<file path="config.mk">
export PLATFORM = sky130hd
export DESIGN_NAME = alu_share_arbiter
export DESIGN_NICKNAME = d
export VERILOG_FILES = /design/src/rtl/alu_share_arbiter.sv
export SDC_FILE = /design/constraint.sdc
export NUM_CORES = 1
export LEC_CHECK = 0
export CORE_ASPECT_RATIO = 2
export CORE_MARGIN = 2
export CORE_UTILIZATION = 34
export CTS_CLUSTER_SIZE = 14
export DETAILED_ROUTE_END_ITERATION = 6
export MAX_ROUTING_LAYER = met4
export PLACE_DENSITY = 0.8
export SKIP_CTS_REPAIR_TIMING = 1
export SYNTH_ARGS = -nofsm -noshare
export SYNTH_HDL_FRONTEND = slang
export SYNTH_SLANG_ARGS = --single-unit
</file>
<file path="constraint.sdc">
create_clock -name clk -period 1.2 [get_ports clk]
set_input_delay 0.24 -clock clk [delete_from_list [all_inputs] [get_ports clk]]
set_output_delay 0.24 -clock clk [all_outputs]
set_load 0.02 [all_outputs]
</file>
<file path="src/rtl/alu_share_arbiter.sv">
// alu_share_arbiter: shares one combinational ALU between the execute stage
// (requester 0) and the branch unit (requester 1).
//
// Pipeline: accept -> issue stage (drives alu_*) -> result stage (rsp_*).
// One request per cycle is accepted.
//
// Responses arrive two cycles after the accept and cannot be stalled.
//
// A requester may lock the ALU with req_lock. It then keeps the grant until it
// makes a request with req_lock low.
//
// Optional build macro ALU_ARB_ROUND_ROBIN_EN:
//   - defined:   OPEN-state conflicts are resolved by a round-robin pointer.
//   - undefined: requester 0 always wins.
//
// Handshake: a request transfers on a cycle where req_valid[n] and
// req_ready[n] are both high.
//   - req_ready is never raised for a requester that is not valid.
//   - A valid requester that is not ready must keep presenting its request;
//     its operands are only sampled on the transfer cycle.
//   - rsp_valid[n] is a single-cycle pulse with no backpressure.
module alu_share_arbiter #(
  parameter int DATA_WIDTH    = 32,
  parameter int OPCODE_LENGTH = 4
) (
  input  logic                     clk,
  input  logic                     reset,
  input  logic [1:0]               req_valid,
  input  logic [DATA_WIDTH-1:0]    req_srca0,
  input  logic [DATA_WIDTH-1:0]    req_srca1,
  input  logic [DATA_WIDTH-1:0]    req_srcb0,
  input  logic [DATA_WIDTH-1:0]    req_srcb1,
  input  logic [OPCODE_LENGTH-1:0] req_op0,
  input  logic [OPCODE_LENGTH-1:0] req_op1,
  input  logic [1:0]               req_lock,
  output logic [1:0]               req_ready,
  output logic [DATA_WIDTH-1:0]    alu_srca,
  output logic [DATA_WIDTH-1:0]    alu_srcb,
  output logic [OPCODE_LENGTH-1:0] alu_op,
  input  logic [DATA_WIDTH-1:0]    alu_result,
  output logic [1:0]               rsp_valid,
  output logic [DATA_WIDTH-1:0]    rsp_result,
  output logic [1:0]               dbg_state
);

  typedef enum logic [1:0] {
    ST_OPEN  = 2'd0,
    ST_LOCK0 = 2'd1,
    ST_LOCK1 = 2'd2
  } state_t;

  state_t state_q, state_d;
  logic   accept;
  logic   gid;

  logic                     iss_valid;
  logic                     iss_id;
  logic [DATA_WIDTH-1:0]    iss_a;
  logic [DATA_WIDTH-1:0]    iss_b;
  logic [OPCODE_LENGTH-1:0] iss_op;

  logic [1:0]               rsp_valid_q;
  logic [DATA_WIDTH-1:0]    rsp_result_q;

`ifdef ALU_ARB_ROUND_ROBIN_EN
  // ptr_q = 0 favours requester 0, 1 favours requester 1
  logic ptr_q;

  // Pointer moves only on OPEN-state accepts, away from the requester just served
  always_ff @(posedge clk) begin
    if (!reset)
      ptr_q <= 1'b0;
    else if (state_q == ST_OPEN && accept)
      ptr_q <= ~gid;
  end
`endif

  // Grant selection and lock FSM next-state; no grants while reset is low
  always_comb begin
    req_ready = 2'b00;
    state_d   = state_q;
    if (reset) begin
      case (state_q)
        ST_OPEN: begin
          if (req_valid == 2'b11) begin
`ifdef ALU_ARB_ROUND_ROBIN_EN
            req_ready = ptr_q ? 2'b10 : 2'b01;
`else
            req_ready = 2'b01;
`endif
          end else begin
            req_ready = req_valid;
          end
        end
        ST_LOCK0: req_ready = {1'b0, req_valid[0]};
        ST_LOCK1: req_ready = {req_valid[1], 1'b0};
        default:  req_ready = 2'b00;
      endcase
    end
    accept = |req_ready;
    gid    = req_ready[1];
    case (state_q)
      ST_OPEN: begin
        if (accept && req_lock[gid])
          state_d = gid ? ST_LOCK1 : ST_LOCK0;
      end
      ST_LOCK0: begin
        if (req_ready[0] && !req_lock[0])
          state_d = ST_OPEN;
      end
      ST_LOCK1: begin
        if (req_ready[1] && !req_lock[1])
          state_d = ST_OPEN;
      end
      default: state_d = ST_OPEN;
    endcase
  end

  // FSM state register
  always_ff @(posedge clk) begin
    if (!reset)
      state_q <= ST_OPEN;
    else
      state_q <= state_d;
  end

  // Issue stage: captures the accepted request, empties when nothing accepted
  always_ff @(posedge clk) begin
    if (!reset) begin
      iss_valid <= 1'b0;
      iss_id    <= 1'b0;
      iss_a     <= '0;
      iss_b     <= '0;
      iss_op    <= '0;
    end else begin
      iss_valid <= accept;
      if (accept) begin
        iss_id <= gid;
        iss_a  <= gid ? req_srca1 : req_srca0;
        iss_b  <= gid ? req_srcb1 : req_srcb0;
        iss_op <= gid ? req_op1 : req_op0;
      end
    end
  end

  // Result stage: one-cycle response pulse; result holds between responses
  always_ff @(posedge clk) begin
    if (!reset) begin
      rsp_valid_q  <= 2'b00;
      rsp_result_q <= '0;
    end else begin
      rsp_valid_q <= iss_valid ? (iss_id ? 2'b10 : 2'b01) : 2'b00;
      if (iss_valid)
        rsp_result_q <= alu_result;
    end
  end

  assign alu_srca   = iss_valid ? iss_a : '0;
  assign alu_srcb   = iss_valid ? iss_b : '0;
  assign alu_op     = iss_valid ? iss_op : '0;
  assign rsp_valid  = rsp_valid_q;
  assign rsp_result = rsp_result_q;
  assign dbg_state  = state_q;

endmodule

</file>
==> impl_metrics.tcl <==
set metrics [dict create \
    core_area_mm2 0.0137 \
    drtIter0Drc 131 \
    hold_viol_final 0 \
    yosys.area.top_type "dfxtp_1" \
    drv_slew 0 \
    rr_endpoint "iss_b[5]$_SDFFE_PN0P_" \
    synth_edf_count 0 \
    grt_use_total 0.208 \
    rows 61 \
    synthCells 505 \
    path_max_fanout 23 \
    die_y_um 171 \
    viasPerCell 5.18 \
    maxCapViolCount 0 \
    fin_ws_ns -0.316 \
    fin_skew_ns 0.00689 \
    worst_pin_slew_ns 0.453 \
    violations "setup timing" \
    numCtsBuffers 9 \
    r2r-start "dbg_state[1]$_SDFFE_PN0P_" \
    ys_async_sr_fraction 0 \
    path_cells "clkbuf_16 > and2_2 > buf_2" \
    p_leak_nw 4.31 \
    setup_viol 152 \
    grt_pass1_vias 4891 \
    vdd_drop_max_v 0.000714 \
    yosys_warnings 0 \
    root_buffer "clkbuf_16" \
    place_ws_ns -0.757 \
    cts_buffer_depth 2 \
    fmax_mhz 659 \
    h-tree-depth 3 \
    die_x_um 87.3 \
    port_buffers 279 \
    synth_top_area_share 0.449 \
    crit_required_ns 0.96 \
    worst_skew_pair.late_latency_ns 0.34 \
    status "finished, violations left" \
    drive_gt1_frac 0.446 \
    cp-start-kind "flip-flop" \
    min_period_ns 1.52 \
    slew_headroom 0.698 \
    ant_nets 0 \
    synth_flop_cell "dfxtp_1" \
    antenna_found_initial 0 \
    power.total_mw 9.51 \
    multi_input_area_mm2 0.00305 \
    initial_utilization 0.344 \
    finalCritPeriodShare 1.26 \
    cp-end-kind "output port" \
    slowest_delay_ns 0.42 \
    synth-seq-cells 106 \
    nets 992 \
    synth_common_cells "dfxtp_1 (106), and2_1 (69), nand2_1 (69), a22oi_1 (68), a21boi_0 (57)" \
    yosysMostFrequentCell "dfxtp_1" \
    num-fill-cells 1041 \
    cpMaxStageDelayCell "dfxtp_4" \
    place_hpwl_mm 11.5 \
    vias 5076 \
    grt_max_degree 75 \
    cts.sinks 106 \
    startpoint "iss_valid$_SDFF_PN0_" \
    drc 0 \
    wl_per_cell_um 20.4 \
    yosysSeqAreaShare 0.449 \
    ff2ff_setup_slack_ns -0.31 \
    path_clk_slew_ns 0.07 \
    powerDensity_mw_per_mm2 1010 \
    synth_nets 679 \
    rr_worst_depth 7 \
    arrival_ns 1.28 \
    hold_path.class "primary input to flip-flop" \
    hold_end "dbg_state[1]$_SDFFE_PN0P_" \
    drt-total-wl_mm 20.0 \
    critPathKind "flip-flop to output port" \
    n_antenna_cell 0 \
    regArea_mm2 0.00213 \
    holdPathStages 3 \
    grt_first_pass_wirelength_mm 23.7 \
    netlist_area_mm2 0.00472 \
    die_area_mm2 0.0149 \
    synth_area_leaders "dfxtp_1 (45%), a22oi_1 (11%), and2_1 (9.1%)" \
    grt_overflow_total 0 \
    area_delta_synth_final_pct 98.5 \
    io_pins 280 \
    syn_area_per_cell_um2 9.35 \
    holdCritStartpoint "req_valid[1]" \
    first_pass_iters 4 \
    gp_congestion 0.808 \
    synth_cell_types 22 \
    cts_tree "yes" \
    rsz0062_at_grt "yes" \
]
==> registers in the layout, indices dropped and copies added, names as in the netlist <==
name and count:
dbg_state 2, iss_a 32, iss_b 32, iss_id 1
iss_op 4, iss_valid 1, rsp_result 32, rsp_valid 2
==> worst max-delay path: cells and delay by family, from the launching register on <==
kind                   cells  cell delay (ns)
flip-flops                 1             0.42
buffers and inverters      2             0.37
AND/OR/NAND/NOR            1             0.14
==> worst max-delay path by stage <==
stage / cells past startpoint / slack [ns] / end
floorplan: 7 / -0.08 / iss_b[16]$_SDFFE_PN0P_
global placement: 4 / -0.76 / req_ready[1]
detailed placement: 4 / -0.76 / req_ready[1]
CTS: 3 / -0.80 / alu_srcb[9]
global route: 3 / -0.37 / alu_srcb[7]
finish: 3 / -0.32 / alu_srcb[7]
==> cell usage in the layout (no fill, tap or decap), types with 23 or more instances in the layout <==
master / synthesis / final
a22oi_2: 0 / 29
dfxtp_1: 106 / 103
clkdlybuf4s50_1: 0 / 170
nand2_4: 0 / 39
nor2b_1: 35 / 34
clkbuf_16: 0 / 23
and2_2: 0 / 65
mux2i_1: 33 / 33
a21boi_1: 11 / 36
dlymetal6s2s_1: 0 / 23
clkbuf_2: 0 / 29
buf_6: 2 / 29
buf_4: 16 / 46
a21boi_2: 0 / 32
a22oi_1: 68 / 39
==> logic make-up (layout without fill, tap and decap cells) <==
logic type             after synthesis  count (layout)  share of synthesized area
AOI/OAI and AO/OA                  139             139                      0.221
and+or+nand+nor                    179             179                      0.204
muxes                               33              33                     0.0700
DFF                                106             106                      0.449
buffers and inverters               48             366                     0.0562
==> through the flow <==
stage	util	TNS (ns)	cells	cell area (µm²)	hold slack, ns
2_1_floorplan	-	-1.62	505	4910	0.375
3_3_place_gp	0.577	-68.97	930	7930	0.462
3_5_place_dp	0.577	-71.48	930	7930	0.459
4_1_cts	0.600	-83.07	946	8240	0.300
5_1_grt	0.682	-41.36	980	9370	0.385
6_report	0.682	-36.62	980	9370	0.352
==> power breakdown <==
part           internal, mW  switching (mW)  total (mW)
registers              3.74           0.127        3.87
logic                  1.46            1.10        2.56
clock network          1.66            1.42        3.08
==> area by class of cell <==
cell class / count / area share
clock inverters: 7 / 0.00934
flip-flops and latches: 106 / 0.227
clock buffers: 9 / 0.0240
multi-input cells: 351 / 0.325
well taps: 157 / 0.0210
inverters: 2 / 0.000801
repair buffers: 348 / 0.392
==> layer usage <==
| layer | track usage | vias up | wire length, µm |
|---|---|---|---|
| li1 | - | 2369 | - |
| met1 | 0.221 | 2418 | 7090 |
| met2 | 0.360 | 261 | 10700 |
| met3 | 0.0704 | 28 | 1710 |
| met4 | 0.0582 | 0 | 454 |
| met5 | - | - | 0 |
Note: power is estimated with default switching activity, not from simulation.
